`src/rtl/serial_adder_ctrl.sv`:
```
// Bit-serial N-bit adder: streams operands LSB-first through one full adder cell.
// Optional SERIAL_ADDER_SUB_EN adds a sub input for a - b (two's complement).

module full_adder (
   input  logic a,
   input  logic b,
   input  logic cin,
   output logic s,
   output logic cout
);
   assign s    = a ^ b ^ cin;
   assign cout = (a & b) | (cin & (a ^ b));
endmodule

module serial_adder_ctrl #(
   parameter int N = 4
) (
   input  logic         clk,
   input  logic         rst,
   input  logic         start,
   input  logic [N-1:0] a,
   input  logic [N-1:0] b,
   input  logic         cin,
`ifdef SERIAL_ADDER_SUB_EN
   input  logic         sub,
`endif
   output logic         busy,
   output logic         done,
   output logic [N-1:0] sum,
   output logic         cout,
   output logic         ovf
);

   localparam int CW = $clog2(N) + 1;

   typedef enum logic [1:0] {IDLE, SHIFT, DONE} state_t;

   state_t         state_q;
   logic [CW-1:0]  cnt_q;
   logic [N-1:0]   a_sr_q, b_sr_q, s_sr_q;
   logic           carry_q;
   logic           busy_q, done_q, cout_q, ovf_q;
   logic [N-1:0]   sum_q;

   logic           fa_sum, fa_cout;
   logic [N-1:0]   s_sr_d;
   logic [N-1:0]   b_cap;
   logic           cin_cap;
   logic           last_bit;

   full_adder u_fa (
      .a    (a_sr_q[0]),
      .b    (b_sr_q[0]),
      .cin  (carry_q),
      .s    (fa_sum),
      .cout (fa_cout)
   );

`ifdef SERIAL_ADDER_SUB_EN
   // Subtraction is a + ~b + 1; the forced carry replaces cin entirely.
   assign b_cap   = sub ? ~b : b;
   assign cin_cap = sub ? 1'b1 : cin;
`else
   assign b_cap   = b;
   assign cin_cap = cin;
`endif

   assign s_sr_d   = {fa_sum, s_sr_q[N-1:1]};
   assign last_bit = (cnt_q == CW'(N - 1));

   // NOTE: sequential state uses non-blocking assignments so every register
   // samples pre-edge values regardless of statement order.
   always_ff @(posedge clk or posedge rst) begin
      if (rst) begin
         state_q <= IDLE;
         cnt_q   <= '0;
         a_sr_q  <= '0;
         b_sr_q  <= '0;
         s_sr_q  <= '0;
         carry_q <= 1'b0;
         busy_q  <= 1'b0;
         done_q  <= 1'b0;
         sum_q   <= '0;
         cout_q  <= 1'b0;
         ovf_q   <= 1'b0;
      end else begin
         case (state_q)
            IDLE: begin
               if (start) begin
                  a_sr_q  <= a;
                  b_sr_q  <= b_cap;
                  carry_q <= cin_cap;
                  cnt_q   <= '0;
                  busy_q  <= 1'b1;
                  state_q <= SHIFT;
               end
            end
            SHIFT: begin
               a_sr_q  <= a_sr_q >> 1;
               b_sr_q  <= b_sr_q >> 1;
               s_sr_q  <= s_sr_d;
               carry_q <= fa_cout;
               cnt_q   <= cnt_q + CW'(1);
               if (last_bit) begin
                  // carry_q still holds the carry into the MSB here.
                  sum_q   <= s_sr_d;
                  cout_q  <= fa_cout;
                  ovf_q   <= carry_q ^ fa_cout;
                  done_q  <= 1'b1;
                  state_q <= DONE;
               end
            end
            DONE: begin
               done_q  <= 1'b0;
               busy_q  <= 1'b0;
               state_q <= IDLE;
            end
            default: begin
               done_q  <= 1'b0;
               busy_q  <= 1'b0;
               state_q <= IDLE;
            end
         endcase
      end
   end

   assign busy = busy_q;
   assign done = done_q;
   assign sum  = sum_q;
   assign cout = cout_q;
   assign ovf  = ovf_q;

endmodule

```
`config.mk`:
```
export PLATFORM = sky130hd
export DESIGN_NAME = serial_adder_ctrl
export DESIGN_NICKNAME = d
export VERILOG_FILES = /design/src/rtl/serial_adder_ctrl.sv
export SDC_FILE = /design/constraint.sdc
export NUM_CORES = 1
export LEC_CHECK = 0
export ABC_AREA = 1
export CAP_MARGIN = 10
export CORE_MARGIN = 2
export CORE_UTILIZATION = 27
export DETAILED_ROUTE_END_ITERATION = 7
export PLACE_DENSITY = 0.55
export REMOVE_ABC_BUFFERS = 1
export SETUP_SLACK_MARGIN = 0.2
export SYNTH_ARGS = -nofsm -noshare
export SYNTH_HDL_FRONTEND = slang
export SYNTH_SLANG_ARGS = --single-unit
export TNS_END_PERCENT = 5
```
`constraint.sdc`:
```
create_clock -name clk -period 1.27 [get_ports clk]
set_input_delay 0.381 -clock clk [delete_from_list [all_inputs] [get_ports clk]]
set_output_delay 0.381 -clock clk [all_outputs]
set_load 0.01 [all_outputs]
```
== Yosys cells after proc, flatten, opt, wreduce, memory -nomap -nowiden ==
Index checks and enable logic that the tools add are counted.
Widths: inputs -> output; s select.
Word-level totals
  flip-flop bits (word level): 26
  output and inout port bits: 8
  word-level logic and storage cells: 46
  input port bits: 12
Cells by class
  $add $sub $neg: 1
  eq/ne operators: 4
  bitwise logic cells: 8
  reductions and logical operators: 7
  multiplexer cells: 15
Operators by type and width (count)
  $pmux 4 s2: 2
  $reduce_and 2->1: 5
  $mux 4: 2
  $pmux 1 s2: 3
  $pmux 3 s2: 1
  $mux 2: 2
  $ne 2x2->1 const B: 2
  $pmux 2 s2: 1
  $add 3x1->3 const B: 1
  $eq 3x2->1 const B: 1
  $mux 1: 3
  $mux 3: 1
  $xor 1x1->1: 3
  $and 1x1->1: 2
  $eq 2x1->1 const B: 1
  $logic_not 2->1: 1
  $not 1->1: 2
  $reduce_bool 2->1: 1
  $or 1x1->1: 1

== Depth between registers and ports, before layout ==
  depth in word-level cells: 4
  depth in mapped cells: 7
  depth with buffers taken out: 6

== Hierarchy ==
From an unflattened synthesis, not the netlist that was laid out.
Second synthesis, totals
  cells, all modules: 136
  area total of the unflattened synthesis: 1202.4 µm²
Modules (own cells, without submodules)
  serial_adder_ctrl: seq. area each 625.6 µm², cells an instance 135, area each 1182.4 µm², instances 1
  full_adder: seq. area each 0.0 µm², cells an instance 1, area each 20.0 µm², instances 1

== Worst setup path before layout ==
OpenSTA, ideal clock, no wires.
  kind: flip-flop to flip-flop
  start point: register carry_q
  end point: register carry_q
  arrival time: 1.113 ns
  cell stages (with the launch flop): 6
  required time: 1.153 ns
  setup time: 0.117 ns
  path buffers: 0
  slack: 0.039 ns
  period minus slack after synthesis: 1.231 ns
  path through: dfrtp_1 fa_1 inv_1 nand3_1 nand3_1 nand2_1
Between the ends
  word-level cells in the longest chain between the ends: 3
Ends and longest elaborated chain
  start: declaration: line 41  | logic carry_q;
  start signal: assignment: line 92  | carry_q <= cin_cap;
  start signal: assignment: line 102  | carry_q <= fa_cout;
  $and 1x1->1: line 12  | assign cout = (a & b) | (cin & (a ^ b));
  $or 1x1->1: line 12
  via fa_cout: line 45  | logic fa_sum, fa_cout;
  $pmux 1 s2: line 87  | case (state_q)
The timed path passes the listed nets, and every way through them passes these cells.
A chain may end at the register's enable or synchronous reset.

== Worst setup path in the final report ==
  start point: register state_q[1]
  end point: register b_sr_q[2]
Between the ends
  word-level cells in the longest chain between the ends: 3
  elaborated cells between the ends (all ways): 6
  classes of those cells: 2 x eq/ne; 1 x mux; 3 x reduce/logical
Ends and longest elaborated chain
  start: declaration: line 38  | state_t state_q;
  start signal: assignment: line 75  | state_q <= IDLE;
  start signal: assignment: line 95  | state_q <= SHIFT;
  start signal: assignment: line 110  | state_q <= DONE;
  $eq 2x1->1 or $logic_not 2->1 (tied branches): line 87
  $reduce_bool 2->1 (no source line) or $ne 2x2->1 (tied branches)
  $reduce_and 2->1 (no source line)
  end signal: assignment: line 91  | b_sr_q <= b_cap;
  end signal: assignment: line 100  | b_sr_q <= b_sr_q >> 1;
  end: declaration: line 40  | logic [N-1:0] a_sr_q, b_sr_q, s_sr_q;
Several ways; a longest one is shown, not always the timed one.

==> run summary <==
## Run status
• result of the run: finished, final reports clean

## Timing
• worst slew pin tran: 224 ps
• Worst Clk Skew: 2.37 ps
• Max Transition Viols Final: 0
• total negative slack for setup checks: 0 ps
• setup repair after global routing missed its margin: true
• time the worst path needs with I/O delays and setup: 1220 ps
• number of failing hold endpoints at the final stage: 0
• number of endpoints failing setup at the final stage: 0
• final worst setup slack: 49.9 ps
• worst slew slack as a fraction of its limit: 0.850
• Final period util: 0.961
• fmax: 820 MHz

## Drt
• violation count after the first detailed-routing iteration: 41
• residual antenna-violating net count after detailed routing: 0
• routed wire length per instance: 11.7 um
• post-DR vias/cell: 4.39
• first-pass detailed-route iteration total: 4
• aggregate routed wire length: 2.68 mm
• drc violations: 0
• total via count in the routed design: 1002

## Synthesis
• area fraction in compound gates after synthesis: 0.0624
• simple-gate share of the synthesized area: 0.250
• largest family of logic cells by synthesized area: simple AND/OR/NAND/NOR gates
• multiplexer share of the synthesized area: 0
• area share of fa/ha/maj cells after synthesis: 0.0375
• flop and latch count out of synthesis: 25
• xor and xnor fraction of the mapped netlist area: 0.00728
• mapped cell area: 0.00120 mm2
• number of distinct standard cells referenced by the synthesized netlist: 18
• Synth Instances: 136
• Synth Warn #: 0
• mean instance size in the synthesized netlist: 8.84 um2
• fraction of the yosys area taken by sequential cells: 0.520

## Min path
• Hold Path Class: input port to asynchronous set/reset pin

## Placement
• placed cell count: 209
• port buffer count: 19
• worst slack at placement: -129 ps
• global placer's final weighted congestion: 0.821
• Post-DP Area: 0.00147 mm2
• placed wire-length estimate after detailed placement: 1.58 mm

## Global route
• total overflow reported by the global router: 0
• pin count of the biggest net entering global routing: 26
• global-route wire length before repair: 4.57 mm
• all-layer global routing usage: 0.112
• via count of the first global-routing pass: 980
• antenna violations before repair: 0

## Floorplan
• number of top-level design ports: 20
• effective utilization at floorplan: 0.278
• die extent in x: 70.7 um
• Cell Rows: 24
• height of the die: 70.7 um
• full die area: 0.00500 mm2
• total core area: 0.00432 mm2

## Cells and area
• final core utilization: 0.394
• Final nets: 192
• ANT cells: 0
• fin cells: 228
• layout cells sized above 1: 0.324
• total non-filler cell area in the finished layout: 0.00170 mm2
• area delta synth->final: 41.6%

## Clock tree
• root buffer cell: clkbuf_8
• clock tree from TritonCTS: done
• Inserted Clock Buffers: 3
• number of buffers on the longest clock path: 2
• CTS sink count: 25
• cts hold-fix bufs: 0
• level count of the clock H-tree: 1
• worst-skew pair later-pin latency: 260 ps
• clock-pin slew on the worst setup and hold paths: 80 ps

## Power and ir drop
• peak ir drop on the vdd network: 0.960 mV
• leakage dissipation: 0.873 nW
• power per cell area: 2470 mW/mm2

## Worst setup path
• Worst setup SP type: flop
• Setup CP Type: flop to flop
• highest net fanout along the worst path: 5
• Worst EP required: 1480 ps
• Worst Path Arrival: 1430 ps
• minimum setup slack among reg-to-reg paths: 50 ps
• endpoint kind of the worst setup timing path: flop

## Job
• number of maximum-capacitance constraint violations: 0

## area by class of cell
type | count | area (um2)
multi-input cells | 84 | 532
clock buffers | 4 | 45.0
flip-flops and latches | 25 | 626
repair buffers | 40 | 345
fillers | 441 | 2620
inverters | 23 | 90.1
well taps | 52 | 65.1
## registers in the layout, summed over array words and instances (netlist names)
signal	cells
cout	1
state_q	2
ovf	1
carry_q	1
busy	1
a_sr_q	4
b_sr_q	4
s_sr_q	3
done	1
cnt_q	3
sum	4
## critical path, stage by stage, from the launching register on
cell and delay (ps):
dfrtp_1 410, clkinvlp_4 250, buf_6 200, buf_6 120, nand3_1 60, nand3_1 80
nand2_1 60
## through the flow
| step | hold slack [ps] | power [W] |
|---|---|---|
| global route | 472 | 0.00458 |
| finish | 429 | 0.00421 |
| CTS | 437 | 0.00402 |
| detailed placement | 459 | 0.00319 |
| floorplan | 408 | 0.00249 |
| global placement | 456 | 0.00314 |
## worst paths after layout
check | startpoint | end | depth (start not counted)
max in group asynchronous | rst | a_sr_q[1] | 3
worst min-delay path | rst | sum[1] | 3
worst min register to register | s_sr_q[1] | sum[0] | 2
worst max-delay path | state_q[1] | b_sr_q[2] | 6
min in group clk | s_sr_q[1] | sum[0] | 2
worst max register to register | state_q[1] | b_sr_q[2] | 6
## Yosys cell counts, drive strengths merged
| cell type | instances | area [um2] |
|---|---|---|
| nor2 | 4 | 17.5 |
| nand3 | 23 | 115 |
| a21oi | 1 | 5.00 |
| buf | 6 | 61.3 |
| ha | 2 | 25.0 |
| o21ai | 11 | 70.1 |
| inv | 23 | 86.3 |
| fa | 1 | 20.0 |
| nand2 | 39 | 168 |
| dfrtp | 25 | 626 |
| xor2 | 1 | 8.76 |
## layer usage
metal  track usage  routed length [um]
met1         0.168                1260
met5             0                   0
met3        0.0228                 128
met4        0.0252                  24
met2         0.168                1260
## cells in the final DEF (no fill, tap or decap)
| cell type | n |
|---|---|
| nand2_1 | 32 |
| dfrtp_1 | 25 |
| inv_1 | 20 |
| nand3_1 | 19 |
| buf_4 | 14 |
| clkdlybuf4s50_1 | 11 |
| buf_2 | 9 |
| o21ai_2 | 5 |
| nand3_2 | 4 |
| nand2_2 | 4 |
| o21ai_0 | 4 |
| buf_6 | 4 |
| nand2_4 | 3 |
| clkbuf_8 | 3 |
| nand2_8 | 2 |
| nor2_1 | 2 |
| o21ai_1 | 2 |
| inv_2 | 2 |
| nor2_4 | 2 |
| buf_12 | 2 |
| clkinvlp_4 | 1 |
| xor2_1 | 1 |
| a21oi_1 | 1 |
| fa_2 | 1 |
| ha_1 | 1 |
| ha_4 | 1 |
| clkbuf_1 | 1 |
## report_power, final
group | switching [W] | internal, W
Sequential | 0.000203 | 0.00117
Combinational | 0.00128 | 0.00109
Clock | 0.000243 | 0.000224
Total | 0.00173 | 0.00248
## repair_timing
| item | CTS | global route |
|---|---|---|
| gates cloned | 2 | 1 |
| pin swaps | 6 | 5 |
| setup buffers | 12 | 0 |
| endpoints found under the hold margin | 0 | 0 |
| gates resized for setup | 44 | 15 |
| endpoints found under the setup margin | 33 | 33 |
## kinds of logic (layout without fill, tap and decap cells)
| family | after synthesis | in the layout |
|---|---|---|
| AOI/OAI and AO/OA | 12 | 12 |
| buffers and inverters | 29 | 67 |
| and+or+nand+nor | 66 | 68 |
| adders and majority gates | 3 | 3 |
| xor gates and xnor gates | 1 | 1 |
| DFF | 25 | 25 |
No activity file was read; power rests on OpenSTA's default activity.
